`config.mk`:
```
export PLATFORM = sky130hd
export DESIGN_NAME = edge_event_arbiter
export DESIGN_NICKNAME = d
export VERILOG_FILES = /design/src/rtl/edge_arb_pkg.sv /design/src/rtl/rr_pick.sv /design/src/rtl/edge_event_arbiter.sv
export SDC_FILE = /design/constraint.sdc
export NUM_CORES = 1
export LEC_CHECK = 0
export ABC_AREA = 1
export BUFFER_PORTS_ARGS = -buffer_cell sky130_fd_sc_hd__buf_2
export CORE_ASPECT_RATIO = 0.8
export CORE_MARGIN = 10
export CORE_UTILIZATION = 49
export DETAILED_ROUTE_END_ITERATION = 16
export PLACE_DENSITY = 0.81
export SYNTH_ARGS = -nofsm -noshare
export SYNTH_HDL_FRONTEND = slang
export SYNTH_SLANG_ARGS = --single-unit
```
`constraint.sdc`:
```
create_clock -name clk -period 1.53 [get_ports clk]
set_input_delay 0.2295 -clock clk [delete_from_list [all_inputs] [get_ports clk]]
set_output_delay 0.2295 -clock clk [all_outputs]
set_load 0.03 [all_outputs]
```
`src/rtl/edge_arb_pkg.sv`:
```
// Shared definitions for the edge-event arbiter: scheduler states and sizing limits.
package edge_arb_pkg;

    // Upper bound on the number of level channels the arbiter supports.
    localparam int unsigned MAX_N = 16;

    // Scheduler states: IDLE picks the next pending channel, OFFER holds it until accepted.
    typedef enum logic {
        IDLE  = 1'b0,
        OFFER = 1'b1
    } arb_state_e;

endpackage

```
`src/rtl/rr_pick.sv`:
```
// Combinational round-robin selector: first requester after `last`, wrapping modulo N.
module rr_pick
    import edge_arb_pkg::*;
#(
    parameter int unsigned N    = 4,
    parameter int unsigned ID_W = $clog2(N)
) (
    input  logic [N-1:0]    req_i,
    input  logic [ID_W-1:0] last_i,
    output logic            any_o,
    output logic [ID_W-1:0] grant_id_o
);

    logic [ID_W-1:0] cand;

    // Walk candidates from farthest to nearest so the nearest requester after last_i wins.
    always_comb begin
        any_o      = |req_i;
        grant_id_o = '0;
        cand       = '0;
        for (int k = int'(N); k >= 1; k--) begin
            cand = ID_W'((int'(last_i) + k) % int'(N));
            if (req_i[cand]) begin
                grant_id_o = cand;
            end
        end
    end

endmodule

```
`src/rtl/edge_event_arbiter.sv`:
```
// Captures rising edges on N level inputs and serialises them onto one valid/ready port.
module edge_event_arbiter
    import edge_arb_pkg::*;
#(
    parameter int unsigned N    = 4,
    parameter int unsigned ID_W = $clog2(N)
) (
    input  logic            clk,
    input  logic            reset,
    input  logic [N-1:0]    level,
    input  logic [N-1:0]    chan_en,
    output logic            event_valid,
    output logic [ID_W-1:0] event_id,
    input  logic            event_ready,
    output logic [N-1:0]    pending,
    output logic [N-1:0]    overflow,
    input  logic [N-1:0]    clear_ovf
);

    arb_state_e      state_q, state_d;
    logic [N-1:0]    level_q, level_d;
    logic [N-1:0]    pending_q, pending_d;
    logic [N-1:0]    overflow_q, overflow_d;
    logic            event_valid_q, event_valid_d;
    logic [ID_W-1:0] event_id_q, event_id_d;
    logic [ID_W-1:0] last_q, last_d;

    logic [N-1:0]    rise;
    logic [N-1:0]    accept_vec;
    logic            accept;
    logic            pick_any;
    logic [ID_W-1:0] pick_id;

    // Arbitration only looks at registered pending flags, so a new rise waits one cycle.
    rr_pick #(
        .N    (N),
        .ID_W (ID_W)
    ) u_rr_pick (
        .req_i      (pending_q),
        .last_i     (last_q),
        .any_o      (pick_any),
        .grant_id_o (pick_id)
    );

    // Scheduler: pick in IDLE, hold the offer in OFFER until the consumer takes it.
    always_comb begin
        state_d       = state_q;
        event_valid_d = event_valid_q;
        event_id_d    = event_id_q;
        last_d        = last_q;
        accept        = 1'b0;
        unique case (state_q)
            IDLE: begin
                if (pick_any) begin
                    event_id_d    = pick_id;
                    event_valid_d = 1'b1;
                    state_d       = OFFER;
                end
            end
            OFFER: begin
                if (event_ready) begin
                    accept        = 1'b1;
                    event_valid_d = 1'b0;
                    last_d        = event_id_q;
                    state_d       = IDLE;
                end
            end
            default: state_d = IDLE;
        endcase
    end

    // Edge detect plus pending/overflow bookkeeping; a rise on the accepted channel survives.
    always_comb begin
        level_d = level;
        rise    = level & ~level_q & chan_en;
        for (int i = 0; i < int'(N); i++) begin
            accept_vec[i] = accept && (event_id_q == ID_W'(i));
        end
        pending_d  = (pending_q & ~accept_vec) | rise;
        // Set has priority over the clear request.
        overflow_d = (overflow_q & ~clear_ovf) | (rise & pending_q & ~accept_vec);
    end

    // State registers; reset drops every pending and offered event.
    always_ff @(posedge clk or negedge reset) begin
        if (!reset) begin
            state_q       <= IDLE;
            level_q       <= '0;
            pending_q     <= '0;
            overflow_q    <= '0;
            event_valid_q <= 1'b0;
            event_id_q    <= '0;
            last_q        <= ID_W'(N - 1);
        end else begin
            state_q       <= state_d;
            level_q       <= level_d;
            pending_q     <= pending_d;
            overflow_q    <= overflow_d;
            event_valid_q <= event_valid_d;
            event_id_q    <= event_id_d;
            last_q        <= last_d;
        end
    end

    assign event_valid = event_valid_q;
    assign event_id    = event_id_q;
    assign pending     = pending_q;
    assign overflow    = overflow_q;

endmodule

```
Word level (Yosys, flattened, before mapping)

Index checks and enable logic that the tools add are counted.

Flip-flop bits (word level): 18
Output and inout port bits: 11
Input bits: 15
Logic and storage cells: 61

Equality and inequality tests: 5
Bitwise operators: 12
Add/subtract/negate cells: 4
Reduce and logical (&&, ||, !) cells: 9
Muxes and demuxes: 20
Order comparisons: 4

Operators by type and width:

| kind                | number |
|---|---|
| $and 4x4->4         | 6 |
| $lt 2x3->1 const B  | 4 |
| $not 4->4           | 3 |
| $mux 1              | 10 |
| $bmux 1 s2          | 4 |
| $mux 2              | 4 |
| $or 4x4->4          | 2 |
| $reduce_and 2->1    | 3 |
| $add 2x1->2 const B | 2 |
| $add 2x2->2 const B | 2 |
| $eq 2x2->1 const B  | 2 |
| $logic_and 1x1->1   | 4 |
| $ne 2x2->1 const B  | 2 |
| $pmux 1 s2          | 2 |
| $reduce_or 4->1     | 1 |
| $eq 2x1->1 const B  | 1 |
| $logic_not 2->1     | 1 |
| $not 1->1           | 1 |

Longest topological paths before layout

Depth after elaboration: 7
Mapped depth: 11
Mapped depth without buffers: 10

Modules after synthesis

A second synthesis with hierarchy kept.

Cell total of the unflattened synthesis: 126
Area, all modules: 959.7 sq um

By module, submodules not included:

| module             | cells an instance | area each (sq um) | sequential area each (sq um) | instances |
|---|---|---|---|---|
| edge_event_arbiter | 75                | 693.2             | 452.9                        | 1 |
| rr_pick            | 51                | 266.5             | 0.0                          | 1 |

Least setup slack after synthesis

Ideal clock, no wire load.

Kind: register to register
Start: register last_q[0]
End: register event_id_q[0], in the netlist event_id[0]
Clock period less this slack: 1299 ps
Cell stages (with the launch flop): 11
Library setup time: 117 ps
Arrival time: 1182 ps
Buffers on the path: 1
Data required time: 1413 ps
Slack: 231 ps
Cells stage by stage: dfstp_2 > buf_6 > inv_6 > nand2_1 > nand2_2 > nand2_1 > nand2_2 > nor2_1 > a21oi_2 > nand2_1 > nand2_1

Cells in the longest elaborated chain, start to end: 7
Elaborated cells on any way between the ends: 16
Classes of those cells: add/sub: 4; mux: 12

RTL lines:

| item                         | line                      | RTL |
|---|---|---|
| start: declaration           | edge_event_arbiter.sv:26  | `logic [ID_W-1:0] last_q, last_d;` |
| start signal: assignment     | edge_event_arbiter.sv:93  | `last_q <= ID_W'(N - 1);` |
| start signal: assignment     | edge_event_arbiter.sv:101 | `last_q <= last_d;` |
| $add 2x1->2                  | rr_pick.sv:22             | `cand = ID_W'((int'(last_i) + k) % int'(N));` |
| $bmux 1 s2                   | rr_pick.sv:23             | `if (req_i[cand]) begin` |
| $mux 1 (implied by the code) | rr_pick.sv:23             |  |
| $mux 2 (3 in series)         | rr_pick.sv:23             |  |
| $mux 2 *                     | rr_pick.sv:23             |  |
| end signal: assignment       | edge_event_arbiter.sv:100 | `event_id_q <= event_id_d;` |
| end: declaration             | edge_event_arbiter.sv:25  | `logic [ID_W-1:0] event_id_q, event_id_d;` |

Every way passes the cells marked *; elsewhere a longest branch is shown, timed or not. The select of a mux whose other input is x is not followed.
A chain may end at the register's enable or synchronous reset.

Final worst setup path

Start: register last_q[0]
End: register event_id_q[1], in the netlist event_id[1]

Same word-level chain as after synthesis.

==> impl_metrics.ini <==
[floorplan]
io_pins = 26
core_sq_mm = 0.00168
die_w_um = 67.6
die_y_um = 58.1
initial_core_util = 0.530
rows = 13
die-area_sq_mm = 0.00393

[synth]
ys_async_sr_fraction = 1.00
synth_area_leader_cell = dfrtp_1
ys_warn_count = 0
ys_ff_latch = 18
syn_area_sq_um = 888
synth.top_cell.area_share = 0.451
synthTopCellsByArea = dfrtp_1, nand2_1, nand2_2
syn_inst = 106
yosysSeqAreaShare = 0.510
synth_common_cells = nand2_1, dfrtp_1, inv_1
synth.most_common_cell = nand2_1
yosys_most_used_dff = dfrtp_1
netlist-cell-type-count = 19
synth_edf_count = 0
synthesis.nets = 121
syn_area_per_cell_sq_um = 8.38

[detailed_routing]
routed_wl_um = 2050
via_per_inst = 5.05
drtIter0Drc = 49
ant_nets = 0
num_vias = 798
dr.pass1.iters = 4
drt_drc_violations_left = 0
wire_per_inst_um = 13.0

[pwr]
clkPwrFrac = 0.118
internal_power_mw = 1.24
p_comb_frac = 0.545
power_density_mw_per_mm2 = 2270
power.share.switching = 0.498
vdd_drop_max_mv = 1.21
power_switching_mw = 1.23
p_leak_nw = 0.584
p_seq_frac = 0.337
power.total_mw = 2.47

[global_routing]
grt.busiest_layer = met2
grt.overflow.total = 0
grt_pass1_wl_um = 3500
globalRouteMet3Util = 0.0499
met2_usage = 0.189
grt_use_met1 = 0.131
grt_usage = 0.113
grt_max_degree = 19
first_global_vias = 797
antenna_found_initial = 0

[worst_hold_path]
hold_start = level[3]
min_path_cells = 1
hold_path.class = in2reg
hold_end = level_q[3]$_DFF_PN0_

[worst_setup_path]
critPathArrivalTime_ns = 1.60
path_cells = nand2_1 -> nand2_2 -> nand2_2 -> nand3_2 -> nand2_1 -> nand2_1 -> nand3_1 -> nand2_1 -> nand2_1
endpoint_kind = flip-flop
path_max_fanout = 8
crit_path_top_delay_cell = dfstp_2
r2r_slack_ns = 0.11
ff2ff_path_depth = 9
r2r-start = last_q[0]$_DFFE_PN1P_
startpoint_type = flip-flop
cp.required_ns = 1.71
timing.rr.end = event_id[1]$_DFFE_PN0P_
crit_top_cell = nand2_1
slowest_delay_ns = 0.65
worstSetupPathType = reg2reg
startpoint = last_q[0]$_DFFE_PN1P_

[timing]
slew_viol_final = 0
maxSlewHeadroom = 0.741
setup-tns-final_ns = 0
finalHoldViolations = 0
period_share = 0.929
whs_ns = 0.0539
rsz0062_at_grt = false
final-setup-viol-count = 0
worst_pin_slew_ns = 0.388
skew_ns = 0.00872
clock.fmax_mhz = 704
period_minus_slack_ns = 1.42

[cts]
cts_tree = done
ctsHtreeMaxLevel = 1
clock_latency_ns = 0.29
max-clock-path-buffers = 2
clk_pin_slew_worst_paths_ns = 0.11
numClockSinks = 18
root_buffer = clkbuf_4
numCtsBuffers = 3

[cells_and_area]
num_antenna_cells = 0
stdcell_count = 158
nets = 152
synthToLayoutAreaGrowth_pct = 22.3
layout-drive-gt1-share = 0.360
fin_area_sq_mm = 0.00109

[place]
place_area_sq_mm = 0.00103
gp_congestion = 0.892
hpwl_um = 1660
io_buffers = 25
placed_cells = 152

[flow_run]
cap_violations = 0

[status]
status = finished, final reports clean
layer usage:
layer | part of all wire | vias to the layer above
li1 | - | 399
met1 | 0.42 | 375
met2 | 0.50 | 24
met3 | 0.072 | 0
met4 | 0 | 0
met5 | 0 | -
power by group through the flow:
| stage | sequential [mW] | clock, mW | combinational, mW |
|---|---|---|---|
| after floorplan | 0.999 | 0 | 0.840 |
| after global placement | 0.829 | 0 | 1.28 |
| after detailed placement | 0.843 | 0 | 1.32 |
| after CTS | 0.832 | 0.301 | 1.32 |
| after global routing | 0.859 | 0.322 | 1.52 |
| final | 0.832 | 0.291 | 1.34 |
cell usage in the layout (no fill, tap or decap):
master,n
dfstp_2,2
nor2_2,1
clkbuf_8,1
and2_1,1
o21ai_0,6
o21ai_2,1
nand2_1,32
nand3_2,1
dfrtp_1,16
inv_6,1
nand3b_1,4
inv_2,1
a21oi_2,1
a21oi_1,2
dlygate4sd3_1,1
nor2_1,1
nand3_1,6
nand2_2,11
inv_1,13
o22ai_1,4
buf_2,25
buf_4,1
o31ai_1,1
clkbuf_4,3
cell families (layout without fill, tap and decap cells):
group                  Yosys count  in the layout  share of synthesized area
AND/OR/NAND/NOR                 57             57                      0.307
AO/OA/AOI/OAI                   15             15                      0.101
flip-flops                      18             18                      0.510
buffers and inverters           16             46                     0.0817
what timing repair did:
action,CTS,global route
endpoints found under the hold margin,16,0
setup endpoints to repair,0,2
gates resized for setup,0,1
setup buffers,0,1
hold buffers,1,0
metrics by stage:
stage | util | setup slack (ns)
floorplan | - | 0.231
global placement | 0.615 | 0.163
detailed placement | 0.615 | 0.120
CTS | 0.642 | 0.105
global route | 0.648 | 0.00825
finish | 0.648 | 0.109
worst max-delay path: cells and delay by family (launching register included):
| family | cells | cell delay [ns] |
|---|---|---|
| flip-flops | 1 | 0.65 |
| AND/OR/NAND/NOR | 9 | 0.65 |
final cells by class:
cell class | instances | area, sq um
fill | 154 | 589
tap | 22 | 27.5
sequential | 18 | 453
timing repair buffer | 27 | 143
clock buffer | 4 | 36.3
multi-input combinational | 72 | 365
inverter | 15 | 61.3
worst max path at each step:
stage / to / slack (ns) / depth (start not counted)
2_1_floorplan: event_id[0]$_DFFE_PN0P_ / 0.23 / 10
3_5_place_dp: event_id[1]$_DFFE_PN0P_ / 0.12 / 9
3_3_place_gp: event_id[1]$_DFFE_PN0P_ / 0.16 / 9
5_1_grt: event_id[1]$_DFFE_PN0P_ / 0.008 / 9
6_report: event_id[1]$_DFFE_PN0P_ / 0.11 / 9
4_1_cts: event_id[1]$_DFFE_PN0P_ / 0.11 / 9
flip-flops by register name, summed over array words and instances (netlist names):
| register | count |
|---|---|
| level_q | 4 |
| overflow | 4 |
| pending | 4 |
| event_id | 2 |
| last_q | 2 |
| event_valid | 1 |
| state_q | 1 |
No activity file was read; power rests on OpenSTA's default activity.
